File: config.mk
export PLATFORM = sky130hd
export DESIGN_NAME = tt_um_jleugeri_ttt_event_queue
export DESIGN_NICKNAME = d
export VERILOG_FILES = /design/src/rtl/tt_um_jleugeri_ttt_pkg.sv /design/src/rtl/tt_um_jleugeri_ttt_fifo.sv /design/src/rtl/tt_um_jleugeri_ttt_event_queue.sv
export SDC_FILE = /design/constraint.sdc
export NUM_CORES = 1
export LEC_CHECK = 0
export CORE_MARGIN = 2
export CORE_UTILIZATION = 30
export CTS_BUF_LIST = sky130_fd_sc_hd__clkbuf_4 sky130_fd_sc_hd__clkbuf_8 sky130_fd_sc_hd__clkbuf_16
export CTS_CLUSTER_SIZE = 8
export DETAILED_ROUTE_END_ITERATION = 6
export DONT_BUFFER_PORTS = 1
export GPL_ROUTABILITY_DRIVEN = 0
export SLEW_MARGIN = 20
export SYNTH_ARGS = -nofsm -noshare
export SYNTH_HDL_FRONTEND = slang
export SYNTH_HIERARCHICAL = 1
export SYNTH_SLANG_ARGS = --single-unit
File: constraint.sdc
create_clock -name clock_fast -period 5.7 [get_ports clock_fast]
set_clock_uncertainty 0.1 [all_clocks]
set_input_delay 1.14 -clock clock_fast [delete_from_list [all_inputs] [get_ports clock_fast]]
set_output_delay 1.14 -clock clock_fast [all_outputs]
set_load 0.1 [all_outputs]
File: src/rtl/tt_um_jleugeri_ttt_pkg.sv
// Shared TTT definitions: event-word kind encoding and token bit positions.
// Used by the processor core and the event queue.
package tt_um_jleugeri_ttt_pkg;

  typedef enum logic [1:0] {
    MARKER    = 2'b00,
    STOP      = 2'b01,
    START     = 2'b10,
    STARTSTOP = 2'b11
  } evq_kind_t;

  localparam int TOKEN_START_BIT = 1;
  localparam int TOKEN_STOP_BIT  = 0;

  function automatic evq_kind_t token_kind(input logic [1:0] token_startstop);
    return evq_kind_t'({token_startstop[TOKEN_START_BIT], token_startstop[TOKEN_STOP_BIT]});
  endfunction

endpackage

File: src/rtl/tt_um_jleugeri_ttt_fifo.sv
// First-word-fall-through FIFO; an occupancy counter separates full from empty.
// A push is accepted when not full or when a pop happens in the same cycle.
module tt_um_jleugeri_ttt_fifo #(
  parameter int WIDTH = 6,
  parameter int DEPTH = 8
) (
  input  logic             clk,
  input  logic             srst,
  input  logic             push,
  input  logic [WIDTH-1:0] push_data,
  output logic             push_ok,
  input  logic             pop,
  output logic             valid,
  output logic [WIDTH-1:0] data,
  output logic             full
);
  localparam int PTR_BITS = $clog2(DEPTH);
  localparam int CNT_BITS = PTR_BITS + 1;

  logic [WIDTH-1:0]    mem [DEPTH];
  logic [PTR_BITS-1:0] wr_ptr_reg;
  logic [PTR_BITS-1:0] rd_ptr_reg;
  logic [CNT_BITS-1:0] count_reg;
  logic                do_pop;

  assign valid   = (count_reg != '0);
  assign full    = (count_reg == CNT_BITS'(DEPTH));
  assign do_pop  = pop && valid;
  assign push_ok = push && (!full || do_pop);
  // Gate the head word so the port reads zero while empty (including after reset).
  assign data    = valid ? mem[rd_ptr_reg] : '0;

  always_ff @(posedge clk) begin
    if (push_ok) begin
      mem[wr_ptr_reg] <= push_data;
    end
  end

  always_ff @(posedge clk) begin
    if (srst) begin
      wr_ptr_reg <= '0;
      rd_ptr_reg <= '0;
      count_reg  <= '0;
    end else begin
      if (push_ok) begin
        wr_ptr_reg <= wr_ptr_reg + PTR_BITS'(1);
      end
      if (do_pop) begin
        rd_ptr_reg <= rd_ptr_reg + PTR_BITS'(1);
      end
      case ({push_ok, do_pop})
        2'b10:   count_reg <= count_reg + CNT_BITS'(1);
        2'b01:   count_reg <= count_reg - CNT_BITS'(1);
        default: count_reg <= count_reg;
      endcase
    end
  end

endmodule

File: src/rtl/tt_um_jleugeri_ttt_event_queue.sv
// TTT event queue: encodes scan results and timestep markers into words and buffers them.
// Optional macro TTT_EVQ_TIMESTAMP_EN appends a TS_BITS timestep counter to every word.
module tt_um_jleugeri_ttt_event_queue
  import tt_um_jleugeri_ttt_pkg::*;
#(
  parameter int NUM_PROCESSORS = 10,
  parameter int DEPTH          = 8,
  parameter int DROP_BITS      = 8,
  parameter int TS_BITS        = 8,
  localparam int ID_BITS       = $clog2(NUM_PROCESSORS),
`ifdef TTT_EVQ_TIMESTAMP_EN
  localparam int TS_WIDTH      = TS_BITS,
`else
  localparam int TS_WIDTH      = 0 * TS_BITS,
`endif
  localparam int W             = 2 + ID_BITS + TS_WIDTH
) (
  input  logic                 clock_fast,
  input  logic                 reset,
  input  logic                 in_valid,
  input  logic [ID_BITS-1:0]   neuron_id,
  input  logic [1:0]           token_startstop,
  input  logic                 step,
  output logic                 out_valid,
  input  logic                 out_ready,
  output logic [W-1:0]         out_data,
  output logic                 overflow,
  output logic [DROP_BITS-1:0] drop_count
);

  logic                 marker_pending_reg;
  logic                 overflow_reg;
  logic [DROP_BITS-1:0] drop_count_reg;

  logic                 event_push;
  logic                 marker_req;
  logic                 marker_push;
  logic                 push;
  logic                 push_ok;
  logic                 push_drop;
  logic                 merge_drop;
  logic [1:0]           drop_inc;
  logic [DROP_BITS:0]   drop_sum;
  evq_kind_t            kind;
  logic [ID_BITS-1:0]   word_id;
  logic [W-1:0]         word;

  // Events always win the slot; a pending marker waits for the first idle slot.
  assign event_push  = in_valid && (token_startstop != 2'b00);
  assign marker_req  = marker_pending_reg || step;
  assign marker_push = marker_req && !event_push;
  assign push        = event_push || marker_push;
  assign push_drop   = push && !push_ok;
  assign merge_drop  = step && marker_pending_reg;

  assign kind    = event_push ? token_kind(token_startstop) : MARKER;
  assign word_id = event_push ? neuron_id : '0;

`ifdef TTT_EVQ_TIMESTAMP_EN
  logic [TS_BITS-1:0] ts_reg;
  logic               step_accept;
  logic [TS_BITS-1:0] ts_inc;

  // A marker carries the post-increment value even when pushed in the step cycle itself.
  assign step_accept = step && !marker_pending_reg;
  assign ts_inc      = ts_reg + TS_BITS'(1);
  assign word        = {kind, word_id, event_push ? ts_reg : (step_accept ? ts_inc : ts_reg)};

  always_ff @(posedge clock_fast) begin
    if (reset) begin
      ts_reg <= '0;
    end else if (step_accept) begin
      ts_reg <= ts_inc;
    end
  end
`else
  assign word = {kind, word_id};
`endif

  // Two words can be lost in one cycle: a merged step plus a refused push.
  assign drop_inc = {1'b0, merge_drop} + {1'b0, push_drop};
  assign drop_sum = {1'b0, drop_count_reg} + {{(DROP_BITS-1){1'b0}}, drop_inc};

  always_ff @(posedge clock_fast) begin
    if (reset) begin
      marker_pending_reg <= 1'b0;
      overflow_reg       <= 1'b0;
      drop_count_reg     <= '0;
    end else begin
      marker_pending_reg <= marker_push ? 1'b0 : marker_req;
      if (drop_inc != 2'b00) begin
        overflow_reg   <= 1'b1;
        drop_count_reg <= drop_sum[DROP_BITS] ? '1 : drop_sum[DROP_BITS-1:0];
      end
    end
  end

  tt_um_jleugeri_ttt_fifo #(
    .WIDTH(W),
    .DEPTH(DEPTH)
  ) fifo (
    .clk      (clock_fast),
    .srst     (reset),
    .push     (push),
    .push_data(word),
    .push_ok  (push_ok),
    .pop      (out_ready),
    .valid    (out_valid),
    .data     (out_data),
    .full     ()
  );

  assign overflow   = overflow_reg;
  assign drop_count = drop_count_reg;

endmodule

==> results.py, run 1 <==
metrics = {
    "global_routing": {
        "first_global_vias": 1728,
        "grt_max_degree": 23,
        "grt_first_pass_wirelength_um": 9149,
        "globalRouteOverflowTotal": 0,
        "track_usage_pct": 11.04,
        "antenna_found_initial": 0,
    },
    "worst_setup_path": {
        "worstPathMaxFanout": 12,
        "cp-end-kind": "output pin",
        "crit_chain": "mux4_2 > mux2i_1 > nor2_2",
        "critPathKind": "flop to output pin",
        "max_stage_delay_ps": 880,
        "arrival_ps": 2520,
        "slowest_stage": "dfxtp_1",
        "ff2ff_path_depth": 12,
        "startpoint_type": "flop",
        "r2r_slack_ps": 2130,
        "worstPathRequired_ps": 4460,
    },
    "synth": {
        "yosys_warnings": 6,
        "avgSynthCellArea_um2": 14.08,
        "synth_fp_nets": 241,
        "synth_area_mm2": 0.003097,
        "syn_inst": 220,
    },
    "drt": {
        "dr.pass1.iters": 4,
        "via_per_inst": 4.851,
        "finalWirelength_um": 6042,
        "wl_per_cell_um": 16.42,
        "post-route-drc-count": 0,
        "drt-initial-drc-count": 94,
        "vias": 1785,
        "final_antenna_net_count": 0,
    },
    "layout": {
        "drive_gt1_share_pct": 21.12,
        "fillCellCount": 991,
        "diodes": 0,
        "final_nets": 248,
        "area_growth_pct": 12.16,
        "largest_reg_flops": 48,
    },
    "clock_network": {
        "clk_pin_slew_ps": 70,
        "ctsResizeCount": 0,
        "cts_buffers": 9,
        "clk_latency_ps": 340,
        "h-tree-depth": 3,
        "post-cts-setup-buffers": 0,
        "cts_hold_buf": 0,
        "cts-root-buf": "clkbuf_8",
        "cts_max_path_buffers": 2,
        "cts_sinks": 71,
        "cts_tree": "done",
    },
    "min_path": {
        "min_path_cells": 2,
        "hold_class": "flop to flop",
    },
    "timing": {
        "hold_viol": 0,
        "setup_viol": 0,
        "tightest_slew_ps": 1171,
        "fin_tns_setup_ps": 0,
        "fin_crit_ps": 3764,
        "drv_slew": 0,
        "fin_crit_sh_pct": 66.04,
        "max_slew_margin_pct": 21.82,
        "fmax_mhz": 265.6,
        "rsz0062_at_grt": "false",
    },
    "power": {
        "p_leak_nw": 1.148,
        "vdd_drop_max_v": 0.0002443,
        "power_frac_seq_pct": 42.3,
        "total_power_mw": 1.619,
        "intPower_mw": 0.9607,
        "p_sw_mw": 0.6585,
        "power_density_mw_per_mm2": 466.2,
        "clkPwrFrac_pct": 24.6,
        "swShare_pct": 40.67,
        "combPwrFrac_pct": 33.1,
    },
    "floorplanning": {
        "core_mm2": 0.01018,
        "rows": 37,
        "io-pin-count": 27,
        "dieHeight_um": 105.6,
        "design.die.area_mm2": 0.01115,
        "initial_core_util_pct": 30.41,
        "dieWidth_um": 105.6,
    },
    "placement": {
        "port_buffers": 0,
        "post-dp-hpwl_um": 4061,
    },
    "outcome": {
        "status": "finished clean",
    },
    "run": {
        "maxCapViolCount": 0,
    },
}
routing by layer:
layer	wire, um	track usage [%]	up-vias
met3	326	4.638	9
met2	3077	19.08	38
met4	81	3.665	0
met5	0	0	-
met1	2556	12.25	891
li1	-	-	847
power by group through the flow:
stage | Combinational, mW | Sequential (mW) | Clock [mW]
2_1_floorplan | 0.485 | 0.658 | 0
3_3_place_gp | 0.533 | 0.695 | 0
3_5_place_dp | 0.541 | 0.700 | 0
4_1_cts | 0.542 | 0.688 | 0.411
5_1_grt | 0.562 | 0.697 | 0.430
6_report | 0.536 | 0.685 | 0.398
area by class of cell:
cell class,count,area [um2],area share [%]
Clock buffer,9,123.9,3.566
Clock inverter,7,72.57,2.089
Inverter,10,40.04,1.153
Multi-Input combinational cell,133,1150,33.11
Sequential cell,71,1902,54.75
Tap cell,136,170.2,4.899
Timing Repair Buffer,2,15.01,0.4323
metrics by stage:
stage | utilization, % | std cells | instance area [um2] | hold WS (ps) | setup WS, ps
after detailed placement | 32.13 | 352 | 3272 | 385.0 | 1617
after CTS | 34.05 | 368 | 3468 | 399.5 | 1841
final | 34.10 | 368 | 3473 | 394.8 | 1936
after global placement | 32.13 | 352 | 3272 | 368.2 | 1722
after global routing | 34.10 | 368 | 3473 | 409.4 | 1574
after floorplan | - | 220 | 3097 | 354.1 | 1977
final timing paths:
kind	start	end
setup / recovery	flop	out_data[4]
hold / removal	fifo/rd_ptr_reg[1]	flop
setup reg to reg	fifo/count_reg[1]	drop_count[1]
hold reg to reg	fifo/rd_ptr_reg[1]	flop
cells in the final DEF (no fill, tap or decap), drive strengths merged, types with 2 or more instances in the layout:
cell,instances
buf,2
edfxtp,48
nor4,3
nor4bb,2
nand4,2
nand2,9
xor2,6
dfxtp,23
and3,2
ha,9
a21oi,12
a31oi,3
clkbuf,9
nor2,21
mux2i,8
mux4,12
or4,2
mux2,2
clkinv,3
nand3,3
clkinvlp,2
and2,7
nor3,5
o21ai,4
a211oi,2
or3,2
nand2b,4
nor3b,2
inv,11
critical path: cells and delay by family, from the launching register on:
kind,cells,cell delay (ps)
AND/OR/NAND/NOR,1,840
flip-flops,1,880
multiplexers,2,460
Power figures use the tool's default switching activity.
==> run 2, diff against run 1 <==
==> constraint.sdc (replaced) <==
create_clock -name clock_fast -period 3.95 [get_ports clock_fast]
set_clock_uncertainty 0.1 [all_clocks]
set_input_delay 0.79 -clock clock_fast [delete_from_list [all_inputs] [get_ports clock_fast]]
set_output_delay 0.79 -clock clock_fast [all_outputs]
set_load 0.1 [all_outputs]
==> run 2 against run 1 <==
  * Global-route usage rose by 0.26 points
  * Wire length decreased by 3.0%
  * Combinational power rose by 59%
  * Clock power grew 47%
  * Utilization grew 1.2 points
  * Via count is 0.39% lower
  * Hold slack worse by 8.8 ps
  * Cell count rose by 4.3%
  * Largest cell class unchanged
==> results.py, run 2 (synthesis gave the netlist of run 1 again) <==
metrics = {
    "layout": {
        "area_growth_pct": 16.20,
        "final_common_cell": "edfxtp_1",
        "instances_no_fill": 384,
        "final_nets": 264,
        "seq_area_mm2": 0.001903,
        "mostFrequentLayoutCells": "edfxtp_1, dfxtp_1, buf_4, nor2_1",
        "diodes": 0,
        "largest_reg_flops": 48,
        "multi_input_comb_area_mm2": 0.001145,
        "fillCellCount": 997,
        "drive_gt1_share_pct": 26.21,
    },
    "clock_network": {
        "cts-root-buf": "clkbuf_8",
        "cts_sinks": 71,
        "post-cts-setup-buffers": 0,
        "cts_hold_buf": 0,
        "cts_tree": "done",
        "clk_pin_slew_ps": 70,
        "cts_max_path_buffers": 2,
        "clk_latency_ps": 340,
        "cts_buffers": 9,
        "h-tree-depth": 3,
        "ctsResizeCount": 0,
    },
    "placement": {
        "post-dp-hpwl_um": 4025,
        "numPlacedInstances": 368,
        "port_buffers": 0,
    },
    "worst_setup_path": {
        "startpoint_type": "flop",
        "arrival_ps": 3550,
        "max_stage_delay_ps": 590,
        "reg2reg_to": "drop_count[5]",
        "cp-end-kind": "flop",
        "worstPathMaxFanout": 8,
        "slowest_stage": "or4b_4",
        "crit_chain": "or4b_4 > o21ai_4 > inv_4 > a21oi_1 > inv_1 > ha_1 > ha_1 > inv_1 > fa_1 > nor3b_1 > nand4_1 > a31oi_1",
        "r2r_slack_ps": 550,
        "worstPathRequired_ps": 4110,
        "ff2ff_path_depth": 12,
        "critPathKind": "flop to flop",
        "r2r-start": "fifo/count_reg[1]",
    },
    "floorplanning": {
        "dieHeight_um": 105.6,
        "rows": 37,
        "design.die.area_mm2": 0.01115,
        "core_mm2": 0.01018,
        "dieWidth_um": 105.6,
        "io-pin-count": 27,
        "initial_core_util_pct": 30.41,
    },
    "drt": {
        "drt-initial-drc-count": 79,
        "via_per_inst": 4.630,
        "highest_layer": "met4",
        "finalWirelength_um": 5862,
        "wl_met3_um": 229,
        "post-route-drc-count": 0,
        "met2WireLength_um": 2912,
        "final_antenna_net_count": 0,
        "wl_per_cell_um": 15.27,
        "dr.pass1.iters": 4,
        "wl_met1_um": 2625,
        "vias": 1778,
    },
    "min_path": {
        "hold_class": "flop to flop",
        "min_path_cells": 2,
        "hold_start": "fifo/rd_ptr_reg[1]",
    },
    "timing": {
        "rsz0062_at_grt": "false",
        "drv_slew": 0,
        "fmax_mhz": 294.4,
        "fin_crit_ps": 3397,
        "max_slew_margin_pct": 25.32,
        "fin_tns_setup_ps": 0,
        "tightest_slew_ps": 1119,
        "hold_viol": 0,
        "setup_viol": 0,
        "fin_crit_sh_pct": 86.01,
    },
    "global_routing": {
        "track_usage_pct": 11.29,
        "globalRouteOverflowTotal": 0,
        "antenna_found_initial": 0,
        "grt_first_pass_wirelength_um": 9597,
        "first_global_vias": 1840,
        "grt_max_degree": 23,
    },
    "run": {
        "maxCapViolCount": 0,
    },
    "power": {
        "total_power_mw": 2.404,
        "p_leak_nw": 1.235,
        "power_density_mw_per_mm2": 668.0,
        "vdd_drop_max_v": 0.0004335,
    },
    "outcome": {
        "status": "finished clean",
    },
}
## run 2: cell types whose count changed in the layout (fill, tap and decap cells not counted)
cell and change:
buf_4 +16, clkinv_2 -2, clkinv_4 +3, clkinvlp_4 -1, dfxtp_1 -1, dfxtp_2 +1
nor3_1 +1, nor3_2 -1
## run 2: worst max-delay path, delay by kind of cell, from the launching register on
family,cells,cell delay [ps]
flip-flops,1,380
AO/OA/AOI/OAI,3,670
AND/OR/NAND/NOR,3,1090
buffers and inverters,3,200
adder cells (fa/ha/maj),3,860
## run 2: cell type report
cell class / instances / share of cell area, %
clock buffers: 9 / 3.442
clock inverters: 7 / 2.260
well taps: 136 / 4.729
repair buffers: 18 / 3.755
flip-flops and latches: 71 / 52.89
inverters: 10 / 1.113
multi-input cells: 133 / 31.82
## run 2: routing by layer
layer / track usage, % / vias up
met5: 0 / -
met4: 4.793 / 0
met3: 2.907 / 10
met2: 18.62 / 27
met1: 14.05 / 860
li1: - / 881
## run 2: stage by stage
step	setup WS [ps]	util (%)	cell area [um2]	hold slack, ps
floorplan	576.8	-	3097	354.1
CTS	548.5	35.32	3597	383.3
finish	552.8	35.33	3598	385.9
global placement	476.1	33.30	3392	371.8
detailed placement	382.3	33.30	3392	372.8
global route	287.4	35.33	3598	386.3
## run 2: how the worst max path moves through the flow
| stage | start | to | depth (start not counted) |
|---|---|---|---|
| 3_3_place_gp | token_startstop[1] | drop_count[5] | 13 |
| 3_5_place_dp | token_startstop[1] | drop_count[5] | 13 |
| 6_report | fifo/count_reg[1] | drop_count[5] | 12 |
| 2_1_floorplan | token_startstop[1] | drop_count[5] | 13 |
| 4_1_cts | fifo/count_reg[1] | drop_count[5] | 12 |
| 5_1_grt | fifo/count_reg[1] | drop_count[3] | 12 |
## run 2: power by group
group / internal (mW) / switching [mW] / leakage [nW] / total [mW]
Combinational: 0.279 / 0.574 / 0.500 / 0.853
Clock: 0.298 / 0.287 / 0.100 / 0.585
Sequential: 0.872 / 0.0931 / 0.635 / 0.966
